## src/rtl/tagged_splitter_if.sv

```systemverilog
// Handshake bundle for tagged_splitter: one tagged input stream and NUM_CHANNELS payload streams.
// The slave modport is the splitter's view; the master modport is the producer/consumer side.
interface tagged_splitter_if #(
  parameter int NUM_CHANNELS      = 2,
  parameter int CHANNEL_WIDTH_IN  = 64,
  parameter int CHANNEL_WIDTH_OUT = 32
);
  logic [CHANNEL_WIDTH_IN-1:0]               in_data;
  logic                                      in_valid;
  logic                                      in_ready;
  logic [CHANNEL_WIDTH_OUT*NUM_CHANNELS-1:0] out_data;
  logic [NUM_CHANNELS-1:0]                   out_valid;
  logic [NUM_CHANNELS-1:0]                   out_ready;

  modport master (
    output in_data, in_valid, out_ready,
    input  in_ready, out_data, out_valid
  );

  modport slave (
    input  in_data, in_valid, out_ready,
    output in_ready, out_data, out_valid
  );
endinterface

```

## src/rtl/tagged_splitter.sv

```systemverilog
// Routes tagged input words to per-channel FIFOs by the tag field; out-of-range tags are dropped and counted.
// Optional SPLITTER_STATS_EN adds stats_count, a per-channel count of popped words.
module tagged_splitter #(
  parameter int NUM_CHANNELS      = 2,
  parameter int CHANNEL_WIDTH_IN  = 64,
  parameter int CHANNEL_WIDTH_OUT = 32,
  parameter int TAG_MSB           = 55,
  parameter int TAG_LSB           = 48,
  parameter int FIFO_DEPTH        = 2
) (
  input  logic                clk,
  input  logic                reset,
  tagged_splitter_if.slave    bus,
  output logic [15:0]         drop_count
`ifdef SPLITTER_STATS_EN
  ,
  output logic [32*NUM_CHANNELS-1:0] stats_count
`endif
);
  localparam int TAG_W = TAG_MSB - TAG_LSB + 1;
  localparam int PTR_W = $clog2(FIFO_DEPTH);
  localparam int CNT_W = PTR_W + 1;

  logic [TAG_W-1:0]        tag;
  logic                    tag_ok;
  logic                    accept;
  logic [NUM_CHANNELS-1:0] sel;
  logic [NUM_CHANNELS-1:0] full;
  logic [NUM_CHANNELS-1:0] push;
  logic [NUM_CHANNELS-1:0] pop;

  assign tag    = bus.in_data[TAG_MSB:TAG_LSB];
  assign tag_ok = 32'(tag) < 32'(NUM_CHANNELS);

  // NOTE: every variable written in always_comb gets a default first, so no path leaves it unassigned and no latch is inferred.
  always_comb begin
    sel = '0;
    for (int i = 0; i < NUM_CHANNELS; i++) begin
      sel[i] = tag_ok && (32'(tag) == 32'(i));
    end
  end

  // Readiness depends only on the target FIFO's fill state, never on out_ready.
  assign bus.in_ready = !reset && !(|(sel & full));
  assign accept       = bus.in_valid && bus.in_ready;
  assign push         = sel & {NUM_CHANNELS{accept}};

  for (genvar i = 0; i < NUM_CHANNELS; i++) begin : g_ch
    logic [CHANNEL_WIDTH_OUT-1:0] mem [FIFO_DEPTH];
    logic [PTR_W-1:0]             wr_ptr;
    logic [PTR_W-1:0]             rd_ptr;
    logic [CNT_W-1:0]             count;

    assign full[i]          = (count == CNT_W'(FIFO_DEPTH));
    assign bus.out_valid[i] = (count != '0);
    assign pop[i]           = bus.out_valid[i] && bus.out_ready[i];
    assign bus.out_data[i*CHANNEL_WIDTH_OUT +: CHANNEL_WIDTH_OUT] = mem[rd_ptr];

    // NOTE: sequential state uses non-blocking assignments so every register samples pre-edge values.
    always_ff @(posedge clk) begin
      if (reset) begin
        wr_ptr <= '0;
        rd_ptr <= '0;
        count  <= '0;
        // NOTE: the storage is reset as well because the head entry drives out_data, which must read 0 after reset.
        for (int j = 0; j < FIFO_DEPTH; j++) begin
          mem[j] <= '0;
        end
      end else begin
        if (push[i]) begin
          mem[wr_ptr] <= bus.in_data[CHANNEL_WIDTH_OUT-1:0];
          wr_ptr      <= wr_ptr + PTR_W'(1);
        end
        if (pop[i]) begin
          rd_ptr <= rd_ptr + PTR_W'(1);
        end
        case ({push[i], pop[i]})
          2'b10:   count <= count + CNT_W'(1);
          2'b01:   count <= count - CNT_W'(1);
          default: count <= count;
        endcase
      end
    end

`ifdef SPLITTER_STATS_EN
    logic [31:0] pop_count;

    always_ff @(posedge clk) begin
      if (reset) begin
        pop_count <= '0;
      end else if (pop[i]) begin
        pop_count <= pop_count + 32'd1;
      end
    end

    assign stats_count[i*32 +: 32] = pop_count;
`endif
  end

  // Saturates so a long run of bad tags cannot wrap back to a small count.
  always_ff @(posedge clk) begin
    if (reset) begin
      drop_count <= '0;
    end else if (accept && !tag_ok && (drop_count != 16'hFFFF)) begin
      drop_count <= drop_count + 16'd1;
    end
  end
endmodule

```

## src/flat_wrapper.sv

```systemverilog
// flat-port wrapper written by rule: the top's interface ports become plain ports
module tagged_splitter_flat 
#(
  parameter int NUM_CHANNELS      = 2,
  parameter int CHANNEL_WIDTH_IN  = 64,
  parameter int CHANNEL_WIDTH_OUT = 32,
  parameter int TAG_MSB           = 55,
  parameter int TAG_LSB           = 48,
  parameter int FIFO_DEPTH        = 2
)
  (clk, reset, drop_count, bus_in_data, bus_in_valid, bus_out_ready, bus_in_ready, bus_out_data, bus_out_valid);
  tagged_splitter_if #(.NUM_CHANNELS(NUM_CHANNELS), .CHANNEL_WIDTH_IN(CHANNEL_WIDTH_IN), .CHANNEL_WIDTH_OUT(CHANNEL_WIDTH_OUT)) bus_i ();
  input  logic clk;
  input  logic reset;
  output logic [15:0] drop_count;
  input wire logic [$bits(bus_i.in_data)-1:0] bus_in_data;
  input wire logic [$bits(bus_i.in_valid)-1:0] bus_in_valid;
  input wire logic [$bits(bus_i.out_ready)-1:0] bus_out_ready;
  output wire logic [$bits(bus_i.in_ready)-1:0] bus_in_ready;
  output wire logic [$bits(bus_i.out_data)-1:0] bus_out_data;
  output wire logic [$bits(bus_i.out_valid)-1:0] bus_out_valid;
  assign bus_i.in_data = bus_in_data;
  assign bus_i.in_valid = bus_in_valid;
  assign bus_i.out_ready = bus_out_ready;
  assign bus_in_ready = bus_i.in_ready;
  assign bus_out_data = bus_i.out_data;
  assign bus_out_valid = bus_i.out_valid;
  tagged_splitter #(.NUM_CHANNELS(NUM_CHANNELS), .CHANNEL_WIDTH_IN(CHANNEL_WIDTH_IN), .CHANNEL_WIDTH_OUT(CHANNEL_WIDTH_OUT), .TAG_MSB(TAG_MSB), .TAG_LSB(TAG_LSB), .FIFO_DEPTH(FIFO_DEPTH)) u_core (.clk(clk), .reset(reset), .bus(bus_i), .drop_count(drop_count));
endmodule
```

## config.mk

```make
export PLATFORM = sky130hd
export DESIGN_NAME = tagged_splitter_flat
export DESIGN_NICKNAME = d
export VERILOG_FILES = /design/src/rtl/tagged_splitter_if.sv /design/src/rtl/tagged_splitter.sv /design/src/flat_wrapper.sv
export SDC_FILE = /design/constraint.sdc
export NUM_CORES = 1
export LEC_CHECK = 0
export ABC_AREA = 1
export BUFFER_PORTS_ARGS = -buffer_cell sky130_fd_sc_hd__buf_2
export CAP_MARGIN = 20
export CORE_ASPECT_RATIO = 1.2
export CORE_MARGIN = 2
export CORE_UTILIZATION = 35
export CTS_CLUSTER_DIAMETER = 50
export DETAILED_ROUTE_END_ITERATION = 8
export HOLD_SLACK_MARGIN = 0.08
export PLACE_DENSITY = 0.58
export SYNTH_ARGS = -nofsm -noshare
export SYNTH_HDL_FRONTEND = slang
export SYNTH_SLANG_ARGS = --single-unit
export TNS_END_PERCENT = 20
```

## constraint.sdc

```tcl
create_clock -name clk -period 5.6 [get_ports clk]
set_clock_uncertainty 0.1 [all_clocks]
set_input_delay 0.28 -clock clk [delete_from_list [all_inputs] [get_ports clk]]
set_output_delay 0.28 -clock clk [all_outputs]
set_load 0.05 [all_outputs]
```

==> results.md, run 1 <==
* Power Total at 2.49 mW
* Post-synthesis cell count at 595
* Clock Latency Late Sink at 0.43 ns
* Routability congestion estimate at 0.778
* Mapped Area at 6930 um2
* Drt pass-1 iters at 4
* I/O Buffers at ~130
* Sum of negative setup slack at 0 ns
* Final setup margin at 3.00 ns
* Clock sinks at 154
* Post-synth cell types at 30
* Post-route ant nets at 0
* Slew @ Worst Pin at roughly 0.9 ns
* Die Height at 158 um
* Worst setup path endpoint: u_core.g_ch[0].mem[1][28]$_SDFFCE_PN0P_
* Yosys warns at 0
* Finished Layout Cells at 995
* Max Cap Viol at 0
* CP Depth at 9
* Number of global-route vias before repair at 4314
* Area post-placement at 7740 um2
* Achievable Freq at 385 MHz
* Fin. max-slew vios at 0
* Worst Hold Launch: bus_out_ready[1]
* CP Class: reg -> reg
* Status: complete, no violations
* Setup-failing EPs final at 0
* Vias/cell at 4.50
* Final min period at 2.60 ns
* 1st-iter DRT viols at 217
* Worst setup EP type: flip-flop
* Final wirelength at 14.7 mm
* Pwr Density at approximately 300 nW/um2
* Crit path buf inv count at 3
* H-Tree Depth at 4
* R2R Setup Slk at 3.00 ns
* Clock transition at path regs at 0.06 ns
* Min Hold Slack at just under 0.09 ns
* Fin util at a little over two fifths
* Critical Path Max Stage Delay at 0.46 ns
* PostCTS Resize Cnt at 0
* Final Hold Vio Count at 0
* Peak VDD IR at 176 uV
* Global Route Usage Sum at 14.4%
* Syn Area/Cell at 11.6 um2
* Worst Setup SP: u_core.g_ch[0].count[0]$_SDFFE_PP0P_
* Reg-to-Reg End: u_core.g_ch[0].mem[1][28]$_SDFFCE_PN0P_
* Std cell rows at between 50 and 60
* RSZ-0062 raised after global routing: no
* Longest Clk Path Bufs at 2
* Initial antenna violation count at 0
* Worst EP required at 5.55 ns
* Seq pwr share at about half
* Area growth syn-to-layout at 19.7%
* N_diodes at 0
* Die area at 20900 um2
* Sw frac at 24.4%
* Slowest CP cell: buf_4
* Worst slew margin at between 30 and 40%
* Logic pwr share at 6.3%
* Fraction of layout cells with a size suffix above 1 at 34.2%
* Clock power share at 42.5%
* Family with the most delay on the worst path: simple AND/OR/NAND/NOR gates
* # IOs at around 150
* CP startpoint kind: flip-flop
* Die Wd at 132 um
* Synthesized flop and latch total at 154
* Post-CTS Setup Bufs at 0
* Lkg Pwr at 3.59 nW
* Post-Layout Inst Area at 8300 um2
* CP cell instances: inv_2, nand2_1, inv_1, nand2_2, nand3_4, nor2_8, nand3_4, nand2_1, buf_4
* Routed vias at 4477
* Grt total ovfl at 0
* Hold Crit Class: in -> reg
* Nets@finish at 793
* Period Utilization, post-route at 46.4%
* RR Startpoint: u_core.g_ch[0].count[0]$_SDFFE_PP0P_
* DP HPWL at 8.90 mm
* Drt drc at 0
* Routed len/inst at 14.7 um
* Worst EP arrival at 2.55 ns
* Sw Pwr at between 0.6 and 0.7 mW
* Cell internal pwr at 1.88 mW
* Initial Utilization at 35.6%
* CP max FO at 33
* Clock Root Buffer: clkbuf_16
* TritonCTS clock tree: yes
* First-pass GRT wire length at 23.0 mm
* Largest net degree at the start of global routing at 34
* Synth Net Count at approximately 670
* # placed instances at 962
* Worst R2R Path Depth at 9
* CTS Buf Count at 17
* Core footprint at slightly below 20000 um2
* Post-synthesis sequential area ratio at 63.0%
* Dpl ws at 2.48 ns
==> cells by family after synthesis <==
family / Yosys count / synth area share [%]
compound gates: 34 / 3.00
xor+xnor: 12 / 1.52
fa+ha+maj: 3 / 0.542
buf+inv: 83 / 5.76
flops: 154 / 63.0
mux: 64 / 10.4
simple gates: 245 / 15.8
==> timing repair <==
action | in CTS | in global routing
hold endpoints to repair | 3 | 0
endpoints found under the setup margin | 0 | 0
hold buffers | 1 | 0
==> final cells by class <==
class | instances | area [um2]
clock buffer | 18 | 429
clock inverter | 14 | 115
fill | 1907 | 11200
inverter | 58 | 218
multi-input combinational | 358 | 2170
sequential | 154 | 4370
tap | 261 | 327
timing repair buffer | 132 | 676
==> flip-flops by register name (all words and copies together) (netlist names), named ones only <==
name                cells
u_core.drop_count      16
u_core.g_ch.wr_ptr      2
u_core.g_ch.mem       128
u_core.g_ch.rd_ptr      2
u_core.g_ch.count       4
==> per-layer routing <==
metal	part of all wire, %	wire [um]	vias to the layer above	GRT usage, %
li1	-	-	2241	-
met1	45	6530	2124	17.8
met2	50	7350	99	24.8
met3	4.1	601	13	3.65
met4	1.2	181	0	4.92
met5	0	0	-	0
==> cell usage in the layout, fill, tap and decap left out, types with 3 or more instances in the layout <==
cell type   synthesis  final
dfxtp_1            26     24
a21oi_2            10     10
inv_2               4      4
buf_4               7      4
nor2_1            156    156
nor2_4              4      4
mux2_2             56     56
edfxtp_1          128    128
mux2_1              8      8
xor2_1              8      8
a21oi_1            14     14
clkbuf_16           0     17
ha_1                3      3
nand2_4             4      4
nand2_2             3      3
xnor2_1             4      4
inv_6               0      3
clkinvlp_4          0      3
clkinv_4            0      4
buf_2               7    127
o21ai_0            10     10
nand3_1            21     21
inv_1              54     54
nand2_1            48     48
==> worst min-delay path by stage <==
stage                                                  end  slack, ns  depth (start not counted)
finish                                           flip-flop       0.09                          4
global route        u_core.g_ch[1].mem[1][1]$_SDFFCE_PN0P_       0.09                          3
CTS                                              flip-flop       0.08                          4
detailed placement                               flip-flop       0.33                          1
global placement        u_core.g_ch[0].rd_ptr$_SDFFE_PP0P_       0.33                          1
floorplan               u_core.drop_count[15]$_SDFFE_PP0P_       0.25                          1
==> synthesized netlist by cell type, drive strengths merged <==
library cell | instances | share of area (%)
nor2 | 162 | 9.5
edfxtp | 128 | 55
mux2 | 64 | 10
inv | 58 | 3.1
nand2 | 55 | 3.5
dfxtp | 26 | 7.5
a21oi | 24 | 2.3
nand3 | 24 | 2.2
buf | 21 | 2.4
o21ai | 10 | 0.72
xor2 | 8 | 1.0
clkbuf | 4 | 0.22
xnor2 | 4 | 0.51
ha | 3 | 0.54
nand3b | 2 | 0.40
nand4 | 1 | 0.18
nor3 | 1 | 0.072
==> power by group through the flow <==
stage / Clock, mW / Combinational, mW / Sequential (mW)
finish: 1.06 / 0.157 / 1.27
global route: 1.12 / 0.169 / 1.27
CTS: 1.07 / 0.160 / 1.27
detailed placement: 0 / 0.159 / 1.30
global placement: 0 / 0.159 / 1.30
floorplan: 0 / 0.102 / 1.30
==> tightest hold or removal path, cell delays in order <==
cell and delay, ns:
buf_2 0.07, nand2_1 0.04, inv_1 0.10, a21oi_1 0.08
No activity file was read; power rests on OpenSTA's default activity.
==> inputs of run 2 (changes only) <==
PLACE_DENSITY = 0.6   (was 0.58)
clock period = 2.26 ns   (was 5.6 ns; I/O delays follow)
==> results.md, run 2 (synthesis gave the netlist of run 1 again) <==
* Status: complete, no violations
* Vias/cell at 4.50 (about the same)
* Critical Path Max Stage Delay at 0.36 ns (-0.10 ns)
* Fraction of layout cells with a size suffix above 1 at 33.8% (-0.35 points)
* I/O Buffers at 127 (unchanged)
* Clock Root Buffer: clkbuf_16
* Clock transition at path regs at 0.06 ns (about the same)
* Max FFs per register at 128 (unchanged)
* Hold EP: u_core.g_ch[0].wr_ptr$_SDFFE_PP0N_
* DP HPWL at 9.29 mm (+4.4%)
* RSZ-0062 raised after global routing: no
* Post-route ant nets at 0 (unchanged)
* PostCTS Resize Cnt at 0 (unchanged)
* Final Hold Vio Count at 0 (unchanged)
* Std cell rows at 56 (unchanged)
* Grt total ovfl at 0 (unchanged)
* 1st-iter DRT viols at 135 (-38%)
* Setup-failing EPs final at 0 (unchanged)
* Period Utilization, post-route at 86.3% (+40 points)
* Routed vias at 4682 (+4.6%)
* Slew @ Worst Pin at 0.434 ns (-0.490 ns)
* Achievable Freq at 513 MHz (+33%)
* First-pass GRT wire length at 23.9 mm (+4.2%)
* Largest registers: u_core.g_ch.mem (128), u_core.drop_count (16), u_core.g_ch.count (4)
* Clock Latency Late Sink at 0.42 ns (about the same)
* Drt pass-1 iters at 4 (unchanged)
* Die area at 20900 um2 (unchanged)
* TritonCTS clock tree: yes
* Longest Clk Path Bufs at 2 (unchanged)
* Commonest non-fill, non-tap cells in the layout: nor2_1, edfxtp_1, buf_2
* Number of global-route vias before repair at 4675 (+8.4%)
* CTS hold repair buffers at 36 (+35)
* Nets@finish at 839 (+5.8%)
* # placed instances at 973 (+1.1%)
* Routed len/inst at 14.6 um (-0.68%)
* Worst Hold Launch: bus_in_data[54]
* Final min period at 1.95 ns (-0.648 ns)
* Crit path buf inv count at 4 (+1)
* Global Route Usage Sum at 15.0% (+0.54 points)
* RR Startpoint: u_core.g_ch[0].count[0]$_SDFFE_PP0P_
* H-Tree Depth at 4 (unchanged)
* Hold depth at 8 (+4)
* Die Wd at 132 um (unchanged)
* Slowest CP cell: dfxtp_1
* Post-CTS Setup Bufs at 0 (unchanged)
* Clock sinks at 154 (unchanged)
* Initial Utilization at 35.6% (unchanged)
* Finished Layout Cells at 1041 (+4.6%)
* Die Height at 158 um (unchanged)
* Worst EP required at 2.46 ns (-3.09 ns)
* Pwr Density at 708 nW/um2 (+140%)
* CP max FO at 4 (-88%)
* CTS Buf Count at 17 (unchanged)
* N_diodes at 0 (unchanged)
* Largest net degree at the start of global routing at 34 (unchanged)
* Hold Crit Class: in -> reg
* Most common cell after layout, fill and taps aside: nor2_1
* Initial antenna violation count at 0 (unchanged)
* CP startpoint kind: flip-flop
* Family with the most delay on the worst path: compound AO/OA/AOI/OAI gates
* Max Cap Viol at 0 (unchanged)
* Core footprint at 19500 um2 (unchanged)
* Worst R2R Path Depth at 14 (+5)
* Sum of negative setup slack at 0 ns (unchanged)
* Worst setup EP type: flip-flop
* CP cell instances: inv_2, nand2_1, inv_1, nand2_2, nand3_4, inv_2, nand2_4, nor2_4, inv_1, ha_1, a21oi_1, o21ai_0, o21ai_0, a21oi_1
* Final wirelength at 15.2 mm (+3.9%)
* Area growth syn-to-layout at 27.5%
* Routability congestion estimate at 0.790 (+1.6%)
* Drt drc at 0 (unchanged)
* Fin. max-slew vios at 0 (unchanged)
* Lkg Pwr at 3.81 nW (+6.4%)
* Largest Register: u_core.g_ch.mem
* # IOs at 152 (unchanged)
* R2R Setup Slk at 0.31 ns (-2.69 ns)
* Worst slew margin at 71.1% (+33 points)
* Reg-to-Reg End: u_core.g_ch[0].count[1]$_SDFFE_PP0P_
* Fillers at 1839 (-3.6%)
* Peak VDD IR at 459 uV (+160%)
* Worst EP arrival at 2.15 ns (-0.40 ns)
* CP Class: reg -> reg
run 2: worst max path at each step:
stage	cells past startpoint	from	slack, ns	endpoint
finish	14	u_core.g_ch[0].count[0]$_SDFFE_PP0P_	0.31	u_core.g_ch[0].count[1]$_SDFFE_PP0P_
global route	14	u_core.g_ch[0].count[0]$_SDFFE_PP0P_	0.03	u_core.g_ch[0].count[1]$_SDFFE_PP0P_
CTS	14	u_core.g_ch[0].count[0]$_SDFFE_PP0P_	0.29	u_core.g_ch[0].count[1]$_SDFFE_PP0P_
detailed placement	14	u_core.g_ch[0].count[0]$_SDFFE_PP0P_	0.30	u_core.g_ch[0].count[1]$_SDFFE_PP0P_
global placement	14	u_core.g_ch[0].count[0]$_SDFFE_PP0P_	0.32	u_core.g_ch[0].count[1]$_SDFFE_PP0P_
floorplan	11	u_core.g_ch[0].count[0]$_SDFFE_PP0P_	-0.24	u_core.g_ch[1].mem[0][0]$_SDFFCE_PN0P_
run 2: stage by stage:
stage | cell area, um2 | utilization (%) | hold slack [ns] | setup slack, ns | power [mW]
6_report | 8830 | 45.4 | 0.149 | 0.310 | 6.25
5_1_grt | 8830 | 45.4 | 0.192 | 0.0311 | 6.48
4_1_cts | 8830 | 45.4 | 0.136 | 0.291 | 6.33
3_5_place_dp | 7920 | 40.7 | 0.334 | 0.301 | 3.63
3_3_place_gp | 7920 | 40.7 | 0.329 | 0.325 | 3.62
2_1_floorplan | 6930 | - | 0.0821 | -0.239 | 3.47
run 2: report_power, final:
group | total, mW | internal (mW) | switching [mW]
Sequential | 3.15 | 3.13 | 0.0179
Combinational | 0.459 | 0.152 | 0.307
Clock | 2.64 | 1.52 | 1.13
Total | 6.25 | 4.80 | 1.45
run 2: layout make-up:
type | count | area [um2] | share of cell area, %
Clock buffer | 19 | 433 | 4.90
Clock inverter | 13 | 118 | 1.33
Inverter | 58 | 218 | 2.46
Multi-Input combinational cell | 358 | 2180 | 24.6
Sequential cell | 154 | 4370 | 49.4
Tap cell | 261 | 327 | 3.70
Timing Repair Buffer | 178 | 1200 | 13.5
run 2: worst min-delay path: stages:
cell and delay, ns:
buf_2 0.07, nor2_1 0.04, nand2_2 0.08, nor2_4 0.06
inv_1 0.08, nor2_4 0.05, nor2_1 0.07, nor2_1 0.05
run 2: routing by layer:
| layer | track usage [%] | part of all wire, % | vias to the layer above |
|---|---|---|---|
| li1 | - | - | 2337 |
| met3 | 3.75 | 4.4 | 22 |
| met5 | 0 | 0 | - |
| met1 | 17.3 | 43 | 2205 |
| met4 | 5.89 | 1.8 | 0 |
| met2 | 26.7 | 51 | 118 |
==> inputs of run 3 (changes only) <==
--- a/constraint.sdc
+++ b/constraint.sdc
@@ -3,3 +3,3 @@
 set_input_delay 0.113 -clock clk [delete_from_list [all_inputs] [get_ports clk]]
 set_output_delay 0.113 -clock clk [all_outputs]
-set_load 0.05 [all_outputs]
+set_load 0.1 [all_outputs]
==> results.md, run 3 (synthesis gave the netlist of run 1 again) <==
* H-Tree Depth at 4 (unchanged)
* Multi-input gate area at 2180 um2 (+0.23%)
* Clock power share at 42.5% (+0.2 points)
* CTS Buf Count at 17 (unchanged)
* Sw Pwr at 1.68 mW (+16%)
* CTS hold repair buffers at 36 (unchanged)
* Pwr Density at 736 nW/um2 (+3.9%)
* Sw frac at 25.8% (+2.6 points)
* Seq pwr share at 48.4% (-2.0 points)
* Fin. max-slew vios at 0 (unchanged)
* Fillers at 1861 (+1.2%)
* Commonest non-fill, non-tap cells in the layout: nor2_1, edfxtp_1, buf_2
* Post-route ant nets at 0 (unchanged)
* Slew @ Worst Pin at 0.531 ns (+0.0980 ns)
* Cell internal pwr at 4.84 mW (+0.74%)
* Fraction of layout cells with a size suffix above 1 at 34.8% (+0.94 points)
* Die area at 20900 um2 (unchanged)
* Global Route Usage Sum at 15.4% (+0.42 points)
* Worst EP arrival at 1.93 ns (-0.22 ns)
* Die Height at 158 um (unchanged)
* Area growth syn-to-layout at 27.8%
* Grt total ovfl at 0 (unchanged)
* Worst EP required at 2.05 ns (-0.41 ns)
* Family with the most delay on the worst path: flip-flops
* Initial antenna violation count at 0 (unchanged)
* # IOs at 152 (unchanged)
* Largest registers: u_core.g_ch.mem (128), u_core.drop_count (16), u_core.g_ch.count (4)
* Worst slew margin at 64.8% (-6.3 points)
* Largest net degree at the start of global routing at 33 (-2.9%)
* Final min period at 2.14 ns (+0.190 ns)
* CP max FO at 14 (+10)
* Logic pwr share at 9.2% (+1.9 points)
* DP HPWL at 9.93 mm (+7.0%)
* Largest Register: u_core.g_ch.mem
* RR Startpoint: u_core.g_ch[0].count[0]$_SDFFE_PP0P_
* CP Class: reg -> out
* Setup-failing EPs final at 0 (unchanged)
* Number of global-route vias before repair at 4772 (+2.1%)
* TritonCTS clock tree: yes
* Die Wd at 132 um (unchanged)
* Clock transition at path regs at 0.06 ns (about the same)
* Most common cell after layout, fill and taps aside: nor2_1
* Max FFs per register at 128 (unchanged)
* Nets@finish at 841 (+0.24%)
* Clock Root Buffer: clkbuf_16
* Routed len/inst at 15.1 um (+3.1%)
* Max Cap Viol at 0 (unchanged)
* PostCTS Resize Cnt at 0 (unchanged)
* CP cell instances: buf_4, mux2_2, buf_2
* Post-CTS Setup Bufs at 0 (unchanged)
* Std cell rows at 56 (unchanged)
* Vias/cell at 4.54 (+0.96%)
* Lkg Pwr at 3.84 nW (+0.56%)
* Achievable Freq at 467 MHz (-8.9%)
* First-pass GRT wire length at 24.7 mm (+3.2%)
* Dpl ws at 0.253 ns (-0.0480 ns)
* Routed vias at 4736 (+1.2%)
* Peak VDD IR at 435 uV (-5.3%)
* Drt drc at 0 (unchanged)
* Final setup margin at 0.120 ns (-0.190 ns)
* Crit path buf inv count at 2 (-2)
* Critical Path Max Stage Delay at 0.59 ns (+0.23 ns)
* RSZ-0062 raised after global routing: no
* Hold Crit Class: in -> reg
* Sum of negative setup slack at 0 ns (unchanged)
* N_diodes at 0 (unchanged)
* Min Hold Slack at 0.170 ns (+0.0214 ns)
* Drt pass-1 iters at 4 (unchanged)
* Initial Utilization at 35.6% (unchanged)
* Routability congestion estimate at 0.823 (+4.1%)
* Longest Clk Path Bufs at 2 (unchanged)
* Final Hold Vio Count at 0 (unchanged)
* Period Utilization, post-route at 94.7% (+8.4 points)
* 1st-iter DRT viols at 294 (+120%)
* CP startpoint kind: flip-flop
* I/O Buffers at 127 (unchanged)
* Worst setup EP type: output pin
* Worst Hold Launch: bus_in_data[54]
* Clock Latency Late Sink at 0.41 ns (about the same)
* Slowest CP cell: dfxtp_2
* Core footprint at 19500 um2 (unchanged)
* Final wirelength at 15.7 mm (+3.3%)
* Seq. cell area at 4370 um2 (about the same)
* Status: complete, no violations
* Clock sinks at 154 (unchanged)
==> run 3: tightest hold or removal path: cells and delay by family <==
| family | cells | cell delay, ns |
|---|---|---|
| buffers and inverters | 2 | 0.16 |
| and+or+nand+nor | 6 | 0.36 |
==> run 3: power by group through the flow <==
stage	logic [mW]	registers, mW	clock network [mW]
2_1_floorplan	0.379	3.23	0
3_3_place_gp	0.551	3.21	0
4_1_cts	0.603	3.15	2.83
6_report	0.597	3.15	2.77
5_1_grt	0.632	3.16	2.93
3_5_place_dp	0.554	3.21	0
==> run 3: worst paths after layout <==
check	to	slack (ns)	cells after the start
setup / recovery	bus_out_data[40]	0.12	3
hold reg to reg	flip-flop	0.34	1
setup reg to reg	u_core.g_ch[0].count[1]$_SDFFE_PP0P_	0.24	14
hold / removal	u_core.g_ch[0].wr_ptr$_SDFFE_PP0N_	0.17	8
==> run 3: final cells by class <==
| type | count | share of cell area, % |
|---|---|---|
| inverters | 58 | 2.46 |
| repair buffers | 180 | 13.4 |
| multi-input cells | 358 | 24.6 |
| well taps | 261 | 3.69 |
| clock inverters | 15 | 1.71 |
| clock buffers | 17 | 4.80 |
| flip-flops and latches | 154 | 49.3 |
==> run 3: metal layers <==
| layer | global-route usage (%) | wire length (um) | part of all wire, % | up-vias |
|---|---|---|---|---|
| met5 | 0 | 0 | 0 | - |
| met1 | 18.3 | 6910 | 44 | 2254 |
| li1 | - | - | - | 2342 |
| met4 | 4.81 | 180 | 1.1 | 0 |
| met3 | 4.16 | 725 | 4.6 | 14 |
| met2 | 27.2 | 7930 | 50 | 126 |
==> run 3: metrics by stage <==
step / area [um2] / total power [mW] / instances / utilization [%]
floorplan: 6940 / 3.61 / 595 / -
global placement: 7920 / 3.76 / 975 / 40.7
detailed placement: 7920 / 3.77 / 975 / 40.7
CTS: 8860 / 6.58 / 1043 / 45.5
global route: 8860 / 6.73 / 1043 / 45.5
finish: 8860 / 6.52 / 1043 / 45.5
